[src/rtl/fact_pkg.sv]
// Shared types and helpers for the sequential factorial engine.
// Holds the FSM state encoding and the product-width rule.
package fact_pkg;

  typedef enum logic [1:0] {
    IDLE = 2'd0,
    CALC = 2'd1,
    DONE = 2'd2
  } state_t;

  // acc < 2^out_w and i < 2^in_w, so the product always fits
  function automatic int prod_w(input int in_w, input int out_w);
    return in_w + out_w;
  endfunction

endpackage

[src/rtl/factorial_seq.sv]
// Sequential factorial engine: one multiply per clock, saturating result.
// Ports: clk, rst (sync, active-high); in_valid/in_ready/num operand
// handshake; out_valid/out_ready/fact/overflow result handshake; busy.
module factorial_seq
  import fact_pkg::*;
#(
  parameter int IN_W  = 4,
  parameter int OUT_W = 32
) (
  input  logic             clk,
  input  logic             rst,
  input  logic             in_valid,
  output logic             in_ready,
  input  logic [IN_W-1:0]  num,
  output logic             out_valid,
  input  logic             out_ready,
  output logic [OUT_W-1:0] fact,
  output logic             overflow,
  output logic             busy
);

  localparam int PROD_W = prod_w(IN_W, OUT_W);

  generate
    if (OUT_W < 2 || IN_W < 1) begin : g_bad_params
      $error("factorial_seq: need OUT_W >= 2 and IN_W >= 1");
    end
  endgenerate

  state_t state, state_d;

  logic [OUT_W-1:0]  acc, acc_d;
  logic [IN_W:0]     i_q, i_d;
  logic [IN_W-1:0]   n_q, n_d;
  logic              ovf, ovf_d;

  logic [PROD_W-1:0] prod;
  logic [IN_W-1:0]   prod_hi;
  logic [OUT_W-1:0]  prod_lo;
  logic              last;

  // i stays <= n during CALC, so zero-extending both sides is exact
  assign prod    = {{IN_W{1'b0}}, acc}
                 * {{(OUT_W-1){1'b0}}, i_q};
  assign prod_hi = prod[PROD_W-1:OUT_W];
  assign prod_lo = prod[OUT_W-1:0];
  assign last    = (i_q == {1'b0, n_q});

  always_ff @(posedge clk) begin
    if (rst) begin
      state <= IDLE;
      acc   <= '0;
      i_q   <= '0;
      n_q   <= '0;
      ovf   <= 1'b0;
    end else begin
      state <= state_d;
      acc   <= acc_d;
      i_q   <= i_d;
      n_q   <= n_d;
      ovf   <= ovf_d;
    end
  end

  always_comb begin
    state_d = state;
    acc_d   = acc;
    i_d     = i_q;
    n_d     = n_q;
    ovf_d   = ovf;
    unique case (state)
      IDLE: begin
        if (in_valid) begin
          n_d   = num;
          acc_d = OUT_W'(1);
          i_d   = (IN_W+1)'(2);
          ovf_d = 1'b0;
          // 0! and 1! need no multiply
          if (num <= IN_W'(1)) state_d = DONE;
          else                 state_d = CALC;
        end
      end
      CALC: begin
        if (prod_hi != '0) begin
          // saturate and stop early; later terms only grow
          acc_d   = '1;
          ovf_d   = 1'b1;
          state_d = DONE;
        end else if (last) begin
          acc_d   = prod_lo;
          state_d = DONE;
        end else begin
          acc_d = prod_lo;
          i_d   = i_q + (IN_W+1)'(1);
        end
      end
      DONE: begin
        if (out_ready) state_d = IDLE;
      end
      default: state_d = IDLE;
    endcase
  end

  assign in_ready  = (state == IDLE);
  assign out_valid = (state == DONE);
  assign busy      = (state != IDLE);
  assign fact      = acc;
  assign overflow  = ovf;

endmodule

[config.mk]
export PLATFORM = sky130hd
export DESIGN_NAME = factorial_seq
export DESIGN_NICKNAME = d
export VERILOG_FILES = /design/src/rtl/fact_pkg.sv /design/src/rtl/factorial_seq.sv
export SDC_FILE = /design/constraint.sdc
export NUM_CORES = 1
export LEC_CHECK = 0
export CORE_UTILIZATION = 40
export DETAILED_ROUTE_END_ITERATION = 16
export GPL_TIMING_DRIVEN = 0
export PLACE_DENSITY_LB_ADDON = 0.3
export REMOVE_ABC_BUFFERS = 1
export SKIP_LAST_GASP = 1
export SYNTH_ARGS = -nofsm -noshare
export SYNTH_HDL_FRONTEND = slang
export SYNTH_SLANG_ARGS = --single-unit
[constraint.sdc]
create_clock -name clk -period 5.49 [get_ports clk]
set_clock_uncertainty 0.1 [all_clocks]
set_input_delay 1.647 -clock clk [delete_from_list [all_inputs] [get_ports clk]]
set_output_delay 1.647 -clock clk [all_outputs]
set_load 0.05 [all_outputs]
; ---- Word-level counts from Yosys, hierarchy flattened
; Cells that the tools add are included.
[word_totals]
regBits = 44
output_inout_bits = 36
elab_cells = 42
[op_classes]
n_addsub = 1
mul = 1
order_cmp = 1
eq_ne = 9
muxes = 16
n_reduce_logical = 9
[ops]
columns = op, n
row1 = two-way mux 32 bit, 2
row2 = one-hot mux 32 bit (2 select lines), 1
row3 = multiplier 32 x 5 -> 36 bit, 1
row4 = two-way mux 5 bit, 3
row5 = two-way mux 2 bit, 5
row6 = one-hot mux 5 bit (2 select lines), 1
row7 = inequality test 2 bit (second input constant), 4
row8 = one-hot mux 2 bit (3 select lines), 1
row9 = AND reduction 3 bit, 2
row10 = adder 5 x 1 -> 5 bit (second input constant), 1
row11 = equality test 5 x 4 -> 1 bit, 1
row12 = less-or-equal comparator 4 x 1 -> 1 bit (second input constant), 1
row13 = AND reduction 2 bit, 2
row14 = AND reduction 4 bit, 1
row15 = nonzero test 2 bit, 2
row16 = nonzero test 4 bit, 1
row17 = inequality test 3 bit (second input constant), 1
row18 = equality test 2 x 1 -> 1 bit (second input constant), 1
row19 = equality test 2 bit (second input constant), 1
row20 = zero test 2 bit, 1
row21 = two-way mux 1 bit, 2
row22 = inequality test 2 x 1 -> 1 bit (second input constant), 1
row23 = one-hot mux 1 bit (2 select lines), 1

; ---- Depth between registers and ports, before layout
[depth]
word_depth = 4
depth_mapped = 21
ltp_nobuf = 17

; ---- Worst setup path before layout
; No wires, ideal clock.
[synth_timing]
path_type = register -> register
startpoint = register i_q[2]
endpoint = register i_q[2]
setup_time_ps = 122
arrival_time_ps = 5079
t_required_ps = 5268
setup_slack_ps = 189
path_stages_with_launch = 21
path_buffers = 4
synth_period_minus_slack_ps = 5301
path_cell_list = dfxtp_1 clkbuf_1 clkbuf_1 and2_1 fa_1 fa_1 inv_1 fa_1 inv_1 ha_1 clkbuf_1 nand4_1 nor3_1 nand3_1 a2111oi_0 a211oi_1 mux2i_1 a311o_1 buf_6 o31a_1 a221o_1
[synth_via]
elab_chain_len = 4
word_cells_on_any_way = 10
[synth_rtl]
columns = item, line
row1 = from (decl), factorial_seq.sv:33  ; logic [IN_W:0] i_q, i_d;
row2 = from (signal assigned), factorial_seq.sv:59  ; i_q <= i_d;
row3 = multiplier 32 x 5 -> 36 bit or adder 5 x 1 -> 5 bit (tied branches), "factorial_seq.sv:44, factorial_seq.sv:94"
row4 = nonzero test 4 bit or two-way mux 5 bit (tied branches), "factorial_seq.sv:84, factorial_seq.sv:89"
row5 = inequality test 2 bit (no line) or two-way mux 5 bit (tied branches), --
row6 = AND reduction 4 bit (no line) or one-hot mux 5 bit (2 select lines) (tied branches), --
; Parallel ways exist; a longest one is shown, timed or not. The select of a mux whose other input is x is not followed.
; A chain may end at the register's enable or synchronous reset.

; ---- Worst setup path in the final report
[layout_timing]
startpoint = register i_q[4]
endpoint = register i_q[4]
; The elaborated chain is that of the path after synthesis.

==> results.tsv <==
stage	metric	value	unit
pwr	p_leak	3.730	nW
final_layout	area_delta_synth_final	15.99	%
synthesis	async_reset_ff_share	0	%
floorplanning	io_pins	44	
setup_path	crit_arrival	5430	ps
timing	slew_viol_final	0	
setup_path	worst_setup_path_start_kind	flop	
synthesis	synth_edf_count	0	
global_route	antenna_found_initial	0	
final_layout	diodes	0	
worst_hold_path	worst_hold_path.num_cells	2	
pwr	cellPowerDensity	102.9	mW/mm²
setup_path	critical_path_class	flop to flop	
setup_path	r2r_slack	140	ps
synthesis	ys_seq_elements	44	
cts	numCtsBuffers	5	
timing	period_share	97.39	%
setup_path	slowest_delay	540	ps
cts	clock-root-buffer	clkbuf_16	
cts	cts_tree	done	
setup_path	crit_chain	buf_4 > and2_1 > fa_1 > fa_1 > inv_1 > fa_1 > inv_1 > ha_1 > nand4_1 > or4_1 > o221ai_1 > a31oi_2 > xnor2_1 > a311o_2 > o31a_1 > a221o_1	
synthesis	synthTopCellsByArea	fa_1, dfxtp_1, and2_1, ha_1, inv_1	
place	port-buffer-count	43	
detailed_routing	wl	19150	µm
timing	hold_violations	0	
timing	finalCriticalPeriod	5346	ps
cts	worst_setup_hold_path_clk_slew	70	ps
worst_hold_path	hold_path.startpoint	overflow	
timing	fmax	0.1870	GHz
setup_path	critPathMostFrequentCell	fa_1	
global_route	grt_pass1_vias	5860	
final_layout	final_net_count	1047	
synthesis	ys_seq_area_share	12.46	%
setup_path	reg2reg_from	i_q[4]	
global_route	grt_pass1_wl	30640	µm
synthesis	syn_area_per_cell	8.045	µm²
place	dpl_cell_area	0.007591	mm²
setup_path	crit_start	i_q[4]	
final_layout	final_cell_area	0.008203	mm²
cts	cts_num_sinks	44	
floorplanning	coreArea	0.01730	mm²
global_route	grt_overflow	0	
synthesis	syn_area	0.007072	mm²
setup_path	cp.required	5570	ps
place	gp_congestion	0.8672	
global_route	grt_usage	21.24	%
final_layout	drive_gt1_share	9.603	%
floorplanning	die_width	135.0	µm
setup_path	r2r_end	i_q[4]	
synthesis	synth_top_area_share	25.19	%
cts	clk_latency	290	ps
detailed_routing	drt.antenna.violating_nets	0	
synthesis	synth.most_common_cell	and2_1	
floorplanning	die_h	135.0	µm
global_route	grt_max_degree	38	
final_layout	fin_cells	1131	
pwr	finalPower	0.0008439	W
cts	htreeDepth	2	
flow_run	maxCapViolations	0	
detailed_routing	drc	0	
detailed_routing	drt_pass1_iterations	5	
place	hpwlAfterDp	12620	µm
synthesis	synth_cells	879	
synthesis	synth_ff_type	dfxtp_1	
pwr	ir_drop	115.2	µV
timing	final-setup-viol-count	0	
floorplanning	start_util	40.89	%
setup_path	worstRegToRegCells	16	
worst_hold_path	worstHoldPathType	flop to flop	
detailed_routing	num_vias	6102	
synthesis	yosys_warnings	0	
floorplanning	die_area	0.01822	mm²
place	placed_cells	1098	
synthesis	ys_types	65	
setup_path	cp_max_fo	11	
worst_hold_path	hold-path-endpoint	overflow	
floorplanning	num_rows	48	
synthesis	yosysTopAreaCell	fa_1	
detailed_routing	post_drt_wl_per_cell	16.93	µm
detailed_routing	viasPerCell	5.395	
setup_path	cpLargestDelayFamily	adder cells	
timing	worst_pin_slew	1378	ps
cts	ctsLongestPathBuffers	2	
setup_path	crit_buf_inv	3	
timing	setup_tns	0	ps
setup_path	end_kind	flop	
synthesis	yosys-top-cells-count	and2_1, inv_1, nand2_1, fa_1, a21oi_1	
setup_path	crit_slowest_cell	or4_1	
outcome	status	finished clean	
detailed_routing	drt-initial-drc-count	309	
timing	slew_headroom	7.926	%
report_power, final:
part,internal (W),switching (W)
registers,0.000327,0.0000347
logic,0.0000415,0.0000864
clock network,0.000214,0.000140
routing by layer:
layer  routed length, µm  global-route usage (%)  share of wire, %
met3                 798                   1.314               4.2
met2                8950                   35.37                47
met5                   0                       0                 0
met4                 397                   4.869               2.1
met1                9005                   30.14                47
layout make-up:
type	count	area, µm²
Timing Repair Buffer	68	688.2
Tap cell	225	281.5
Sequential cell	44	895.9
Inverter	117	439.2
Clock inverter	3	42.54
Fill cell	1717	9094
Multi-Input combinational cell	669	5731
Clock buffer	5	125.1
through the flow:
| stage | hold WS (ps) | setup slack [ps] | util [%] |
|---|---|---|---|
| floorplan | 342.0 | -156.1 | - |
| global placement | 335.2 | -2076 | 43.76 |
| detailed placement | 336.9 | -1365 | 43.89 |
| CTS | 346.5 | 3.000 | 45.78 |
| global route | 388.7 | -10.05 | 47.42 |
| finish | 345.5 | 143.5 | 47.42 |
registers in the layout (all words and copies together), names as in the netlist:
register,cells
fact,32
overflow,1
i_q,5
state,2
n_q,4
layout by cell type (no fill, tap or decap), types with 4 or more instances in the layout:
cell type        synthesis  layout
and2_1                 133     133
inv_1                  117     117
nand2_1                 99      98
fa_1                    89      88
a21oi_1                 53      49
clkdlybuf4s50_1          0      43
dfxtp_1                 44      38
ha_1                    45      30
xnor2_1                 27      27
o21ai_0                 28      24
nor2_1                  23      23
nor3_1                  22      20
buf_4                    0      17
nand3_1                 16      15
ha_2                     0      11
o31ai_1                 10      10
nand4_1                  9       9
o21bai_1                 9       9
o211ai_1                 8       8
a21o_1                   8       8
xor2_1                   7       7
a21oi_2                  2       6
and3_1                   6       6
a22oi_1                  6       6
nor2b_1                  5       5
clkbuf_16                0       5
o21ai_1                  2       4
mux2i_1                  4       4
nor3b_1                  4       4
a31oi_1                  5       4
ha_4                     0       4
buf_8                    0       4
worst max path at each step:
stage / endpoint / depth (start not counted)
floorplan: fact[16] / 15
global placement: fact[29] / 16
detailed placement: fact[19] / 17
CTS: fact[28] / 17
global route: i_q[4] / 16
finish: i_q[4] / 16
cells by family (layout without fill, tap and decap cells):
family                   Yosys count  count (layout)  synth area share, %
adder cells (fa/ha/maj)          134             134                33.16
buffers and inverters            168             193                9.253
flip-flops                        44              44                12.46
AND/OR/NAND/NOR                  332             333                24.81
XOR/XNOR                          34              34                4.211
multiplexers                       5               5               0.7254
AO/OA/AOI/OAI                    162             163                15.39
what timing repair did:
action | in CTS | in global routing
buffers inserted | 11 | 12
resized for setup | 11 | 43
setup endpoints to repair | 40 | 40
pin swaps | 2 | 16
endpoints found under the hold margin | 0 | 0
hold buffers | 0 | 0
cloned | 1 | 1
tightest hold or removal path, stage by stage, from the launching register on:
cell and delay (ps):
dfxtp_1 310, nand2_1 50, nand2_1 40
No activity file was read; power rests on OpenSTA's default activity.
